File: src/rtl/rv_arb_pkg.sv
// Shared constants and helpers for the round-robin stream arbiter.
package rv_arb_pkg;

  // Largest supported number of requesting streams.
  localparam int RV_ARB_MAX_INPUTS = 32;

  // $clog2 with a floor of 1 so a single-input build still gets a 1-bit index.
  function automatic int clog2_min1(input int n);
    return (n > 1) ? $clog2(n) : 1;
  endfunction

endpackage

File: src/rtl/RV_rr_arbiter.sv
// Round-robin arbiter: grants the lowest requester strictly above the last
// accepted index, wrapping around. With LOCK_ENABLE the pointer only moves
// when the caller confirms acceptance through enable.
module RV_rr_arbiter import rv_arb_pkg::*; #(
  parameter int NUM_REQS     = 4,
  parameter int LOCK_ENABLE  = 1,
  parameter int LOG_NUM_REQS = clog2_min1(NUM_REQS)
) (
  input  logic                    clk,
  input  logic                    reset,
  input  logic [NUM_REQS-1:0]     requests,
  input  logic                    enable,
  output logic [NUM_REQS-1:0]     grant_onehot,
  output logic [LOG_NUM_REQS-1:0] grant_index
);

  logic [LOG_NUM_REQS-1:0] ptr_q, ptr_d;
  logic                    grant_valid;

  // Scan from the pointer's successor; walking downward lets the nearest
  // requester overwrite farther ones, so no early exit is needed.
  always_comb begin
    int                      idx;
    logic [LOG_NUM_REQS-1:0] sel;
    grant_onehot = '0;
    grant_index  = '0;
    grant_valid  = 1'b0;
    idx          = 0;
    sel          = '0;
    for (int i = NUM_REQS; i >= 1; i--) begin
      idx = int'(ptr_q) + i;
      if (idx >= NUM_REQS) idx = idx - NUM_REQS;
      sel = LOG_NUM_REQS'(idx);
      if (requests[sel]) begin
        grant_onehot      = '0;
        grant_onehot[sel] = 1'b1;
        grant_index       = sel;
        grant_valid       = 1'b1;
      end
    end
  end

  // Pointer advances to the winner only once the grant is actually taken.
  always_comb begin
    ptr_d = ptr_q;
    if (grant_valid && (LOCK_ENABLE == 0 || enable)) ptr_d = grant_index;
  end

  // Reset the pointer to the top index so input 0 wins first.
  always_ff @(posedge clk) begin
    if (reset) ptr_q <= LOG_NUM_REQS'(NUM_REQS - 1);
    else       ptr_q <= ptr_d;
  end

endmodule

File: src/rtl/rv_stream_arbiter.sv
// N-to-1 valid/ready stream arbiter with round-robin fairness and a
// registered output stage tagged with the source index.
// Optional packet lock: define RV_STREAM_ARB_PKT_LOCK_EN to hold the grant
// on one input from its first beat until the beat carrying last_in.
module rv_stream_arbiter import rv_arb_pkg::*; #(
  parameter int NUM_INPUTS     = 4,
  parameter int DATAW          = 32,
  parameter int LOG_NUM_INPUTS = clog2_min1(NUM_INPUTS)
) (
  input  logic                        clk,
  input  logic                        reset,
  input  logic [NUM_INPUTS-1:0]       valid_in,
  input  logic [NUM_INPUTS*DATAW-1:0] data_in,
  input  logic [NUM_INPUTS-1:0]       last_in,
  output logic [NUM_INPUTS-1:0]       ready_in,
  output logic                        valid_out,
  output logic [DATAW-1:0]            data_out,
  output logic [LOG_NUM_INPUTS-1:0]   sel_out,
  output logic                        last_out,
  input  logic                        ready_out
);

  logic                      stage_ready, fire_in, arb_en;
  logic [NUM_INPUTS-1:0]     arb_req, grant_onehot;
  logic [LOG_NUM_INPUTS-1:0] grant_index;

  logic                      valid_q, valid_d;
  logic [DATAW-1:0]          data_q, data_d;
  logic [LOG_NUM_INPUTS-1:0] sel_q, sel_d;
  logic                      last_q, last_d;

  assign stage_ready = !valid_q || ready_out;
  assign ready_in    = grant_onehot & {NUM_INPUTS{stage_ready}};
  assign fire_in     = |(valid_in & ready_in);

`ifdef RV_STREAM_ARB_PKT_LOCK_EN
  logic                      lock_q, lock_d;
  logic [LOG_NUM_INPUTS-1:0] lock_idx_q, lock_idx_d;

  // While locked, hide every other requester so only the owner can be granted.
  always_comb begin
    arb_req = valid_in;
    if (lock_q) begin
      arb_req              = '0;
      arb_req[lock_idx_q]  = valid_in[lock_idx_q];
    end
  end

  // Fairness pointer moves only when a packet completes.
  assign arb_en = fire_in && last_in[grant_index];

  // Each accepted beat either opens/keeps the lock or releases it on last.
  always_comb begin
    lock_d     = lock_q;
    lock_idx_d = lock_idx_q;
    if (fire_in) begin
      lock_d     = !last_in[grant_index];
      lock_idx_d = grant_index;
    end
  end

  // Lock state register.
  always_ff @(posedge clk) begin
    if (reset) begin
      lock_q     <= 1'b0;
      lock_idx_q <= '0;
    end else begin
      lock_q     <= lock_d;
      lock_idx_q <= lock_idx_d;
    end
  end
`else
  assign arb_req = valid_in;
  assign arb_en  = fire_in;
`endif

  RV_rr_arbiter #(
    .NUM_REQS     (NUM_INPUTS),
    .LOCK_ENABLE  (1),
    .LOG_NUM_REQS (LOG_NUM_INPUTS)
  ) u_rr (
    .clk          (clk),
    .reset        (reset),
    .requests     (arb_req),
    .enable       (arb_en),
    .grant_onehot (grant_onehot),
    .grant_index  (grant_index)
  );

  // Output stage: load the winner on fire, drop valid once drained, else hold.
  always_comb begin
    valid_d = valid_q;
    data_d  = data_q;
    sel_d   = sel_q;
    last_d  = last_q;
    if (fire_in) begin
      valid_d = 1'b1;
      data_d  = data_in[int'(grant_index)*DATAW +: DATAW];
      sel_d   = grant_index;
      last_d  = last_in[grant_index];
    end else if (ready_out) begin
      valid_d = 1'b0;
    end
  end

  // Output register.
  always_ff @(posedge clk) begin
    if (reset) begin
      valid_q <= 1'b0;
      data_q  <= '0;
      sel_q   <= '0;
      last_q  <= 1'b0;
    end else begin
      valid_q <= valid_d;
      data_q  <= data_d;
      sel_q   <= sel_d;
      last_q  <= last_d;
    end
  end

  assign valid_out = valid_q;
  assign data_out  = data_q;
  assign sel_out   = sel_q;
  assign last_out  = last_q;

endmodule

File: config.mk
export PLATFORM = sky130hd
export DESIGN_NAME = rv_stream_arbiter
export DESIGN_NICKNAME = d
export VERILOG_FILES = /design/src/rtl/rv_arb_pkg.sv /design/src/rtl/RV_rr_arbiter.sv /design/src/rtl/rv_stream_arbiter.sv
export SDC_FILE = /design/constraint.sdc
export NUM_CORES = 1
export LEC_CHECK = 0
export ABC_CLOCK_PERIOD_IN_PS = 3380
export BUFFER_PORTS_ARGS = -buffer_cell sky130_fd_sc_hd__buf_4
export CORE_ASPECT_RATIO = 0.5
export CORE_MARGIN = 10
export CORE_UTILIZATION = 40
export CTS_CLUSTER_SIZE = 14
export DETAILED_ROUTE_END_ITERATION = 16
export PLACE_DENSITY = 0.78
export SYNTH_ARGS = -nofsm -noshare
export SYNTH_HDL_FRONTEND = slang
export SYNTH_SLANG_ARGS = --single-unit
File: constraint.sdc
create_clock -name clk -period 3.38 [get_ports clk]
set_clock_uncertainty 0.1 [all_clocks]
set_input_delay 0.169 -clock clk [delete_from_list [all_inputs] [get_ports clk]]
set_output_delay 0.169 -clock clk [all_outputs]
set_load 0.02 [all_outputs]
==> flow_metrics.tcl <==
set metrics [dict create \
    status "finished clean" \
    clk_latency_ns 0.28 \
    final_cell_mix "buf_4 (186), dfxtp_1 (38), nor2_1 (32), mux4_2 (21), a21oi_1 (21)" \
    setup_viol 0 \
    io_buffers 178 \
    syn_inst 320 \
    die_h_um 80.2 \
    post-place-cells 568 \
    setup_ws_ns 0.171 \
    p_int_mw 2.42 \
    seq_area_frac_synth_pct 26.2 \
    fmax_mhz 312 \
    final_cells 576 \
    clock_sinks 38 \
    synth_seq_cells 38 \
    initial_core_util_pct 42.3 \
    cp_max_fo 11 \
    register_area_um2 761 \
    ir_drop_v 0.000528 \
    post_drt_wl_per_cell_um 17.6 \
    postSynthNetCount 465 \
    max-slew-margin-rel_pct 67.6 \
    gp_congestion 0.888 \
    post_cts_resized 1 \
    synth_cell_type_count 36 \
    drv_slew 0 \
    drt-total-wl_um 10100 \
    vias 2980 \
    clock_power_share_pct 14.6 \
    final_common_cell "buf_4" \
    switching_share_pct 43.9 \
    synthesis.area_um2 2900 \
    pre_cts_slack_ns 0.0476 \
    via_per_inst 5.17 \
    cts-root-buf "clkbuf_16" \
    pin_count 179 \
    fin_crit_sh_pct 94.9 \
    synth_area_leaders "dfxtp_1 (26%), mux4_2 (16%), mux2i_1 (6.9%), o31ai_1 (4.4%), a211oi_1 (4.1%)" \
    numCtsBuffers 5 \
    p_per_area_nw_per_um2 953 \
    syn2layout_area_growth_pct 55.8 \
    power_leakage_nw 2.12 \
    drive_above_1_share_pct 47.5 \
    setup.worst_path.start_class "register" \
    drt_iter0_drc 177 \
    fill_cells 590 \
    cts.clk_slew.worst_paths_ns 0.06 \
    drc_errors 0 \
    grt_pass1_vias 3128 \
    cp_data_required_time_ns 3.44 \
    power.share.sequential_pct 15.9 \
    fp-row-count 21 \
    synth_area_leader_cell "dfxtp_1" \
    stdcell_area_um2 4520 \
    maxCapViolations 0 \
    grt_overflow 0 \
    min_period_ns 3.21 \
    hold_ws_ns 0.109 \
    highest_layer "met4" \
    htree_levels 2 \
    synth_top_area_share_pct 26.2 \
    power_mw 4.31 \
    worst_pin_slew_ns 0.483 \
    finalHoldViolCount 0 \
    placed_area_um2 4320 \
    layout.nets 628 \
    wl_met2_um 5530 \
    crit_type "reg2reg" \
    cp-end-kind "register" \
    grt_util_all_layers_pct 16.7 \
    pwr-share-comb_pct 69.4 \
    ys_warn_count 0 \
    hp-class "in2reg" \
    grt_pass1_wl_um 15700 \
    postCtsHoldBufs 0 \
    grt_setup_unrepaired "yes" \
    antenna_cells 0 \
    multiInputGateArea_um2 1930 \
    avgSynthCellArea_um2 9.06 \
    critPathArrivalTime_ns 3.27 \
    grt_max_degree 57 \
    first_pass_iters 4 \
    p_switching_mw 1.89 \
    ant_nets 0 \
    final_core_util_pct 65.9 \
    finalSetupTns_ns 0 \
    hpwl_um 7990 \
    core_region_area_um2 6860 \
    cts_setup_buffers 0 \
    max-clock-path-buffers 2 \
    dieArea_um2 11300 \
    cts_tree "done" \
    route.met3.wl_um 557 \
    die_w_um 140 \
    antenna_found_initial 0 \
    wl_met1_um 3970 \
]
-- logic make-up (layout without fill, tap and decap cells) --
kind of cell / after synthesis / in the layout / synth area share [%]
and+or+nand+nor: 93 / 93 / 18.9
AOI/OAI and AO/OA: 88 / 88 / 20.2
buffers and inverters: 52 / 216 / 8.03
muxes: 43 / 43 / 24.0
DFF: 38 / 38 / 26.2
adders and majority gates: 6 / 6 / 2.59
-- flip-flops by register name, summed over array words and instances (netlist names) --
name / count
data_out: 32
last_out: 1
sel_out: 2
u_rr.ptr_q: 2
valid_out: 1
-- worst paths after layout --
kind         slack, ns  depth (start not counted)            to           from
max               0.17                         11  data_out[17]  u_rr.ptr_q[1]
min reg2reg       0.35                          2    sel_out[1]     sel_out[1]
max reg2reg       0.17                         11  data_out[17]  u_rr.ptr_q[1]
min               0.11                          3  data_out[22]    data_in[54]
-- routing by layer --
layer	vias to the layer above	track usage, %
li1	1506	-
met1	1393	18.5
met2	76	31.7
met3	5	4.76
met4	0	3.18
met5	-	0
-- worst max-delay path, stage by stage, from the launching register on --
cell	delay [ns]
dfxtp_1	0.34
inv_1	0.09
ha_1	0.35
buf_4	0.19
mux4_2	0.30
or2_1	0.28
a221o_1	0.29
nor4b_2	0.18
nor4_4	0.39
buf_4	0.30
mux2i_1	0.22
nor2_1	0.05
-- synth_stat cells (all sizes together) --
cell type / instances
nor4b: 4
nor4: 1
mux2i: 20
a21o: 1
a31oi: 1
a221oi: 2
nand2b: 4
ha: 6
a22oi: 1
or2: 3
nand3b: 16
a221o: 5
inv: 20
o31ai: 17
nor2b: 17
or3b: 1
dfxtp: 38
mux4: 21
nand2: 11
buf: 15
nor2: 32
o21ai: 19
a211oi: 16
and3: 4
a32oi: 2
mux2: 2
o221ai: 2
clkbuf: 17
a21oi: 21
a21boi: 1
-- layout make-up --
cell class | count | area share (%)
multi-input cells | 230 | 42.8
inverters | 20 | 1.66
clock inverters | 2 | 1.33
flip-flops and latches | 38 | 16.8
clock buffers | 6 | 3.07
well taps | 92 | 2.55
repair buffers | 188 | 31.8
-- power groups by stage --
stage | combinational [mW] | sequential, mW | clock, mW
after floorplan | 1.99 | 0.862 | 0
after global placement | 2.96 | 0.684 | 0
after detailed placement | 3.01 | 0.692 | 0
after CTS | 3.03 | 0.686 | 0.641
after global routing | 3.26 | 0.706 | 0.664
final | 2.99 | 0.686 | 0.631
No activity file was read; power rests on OpenSTA's default activity.
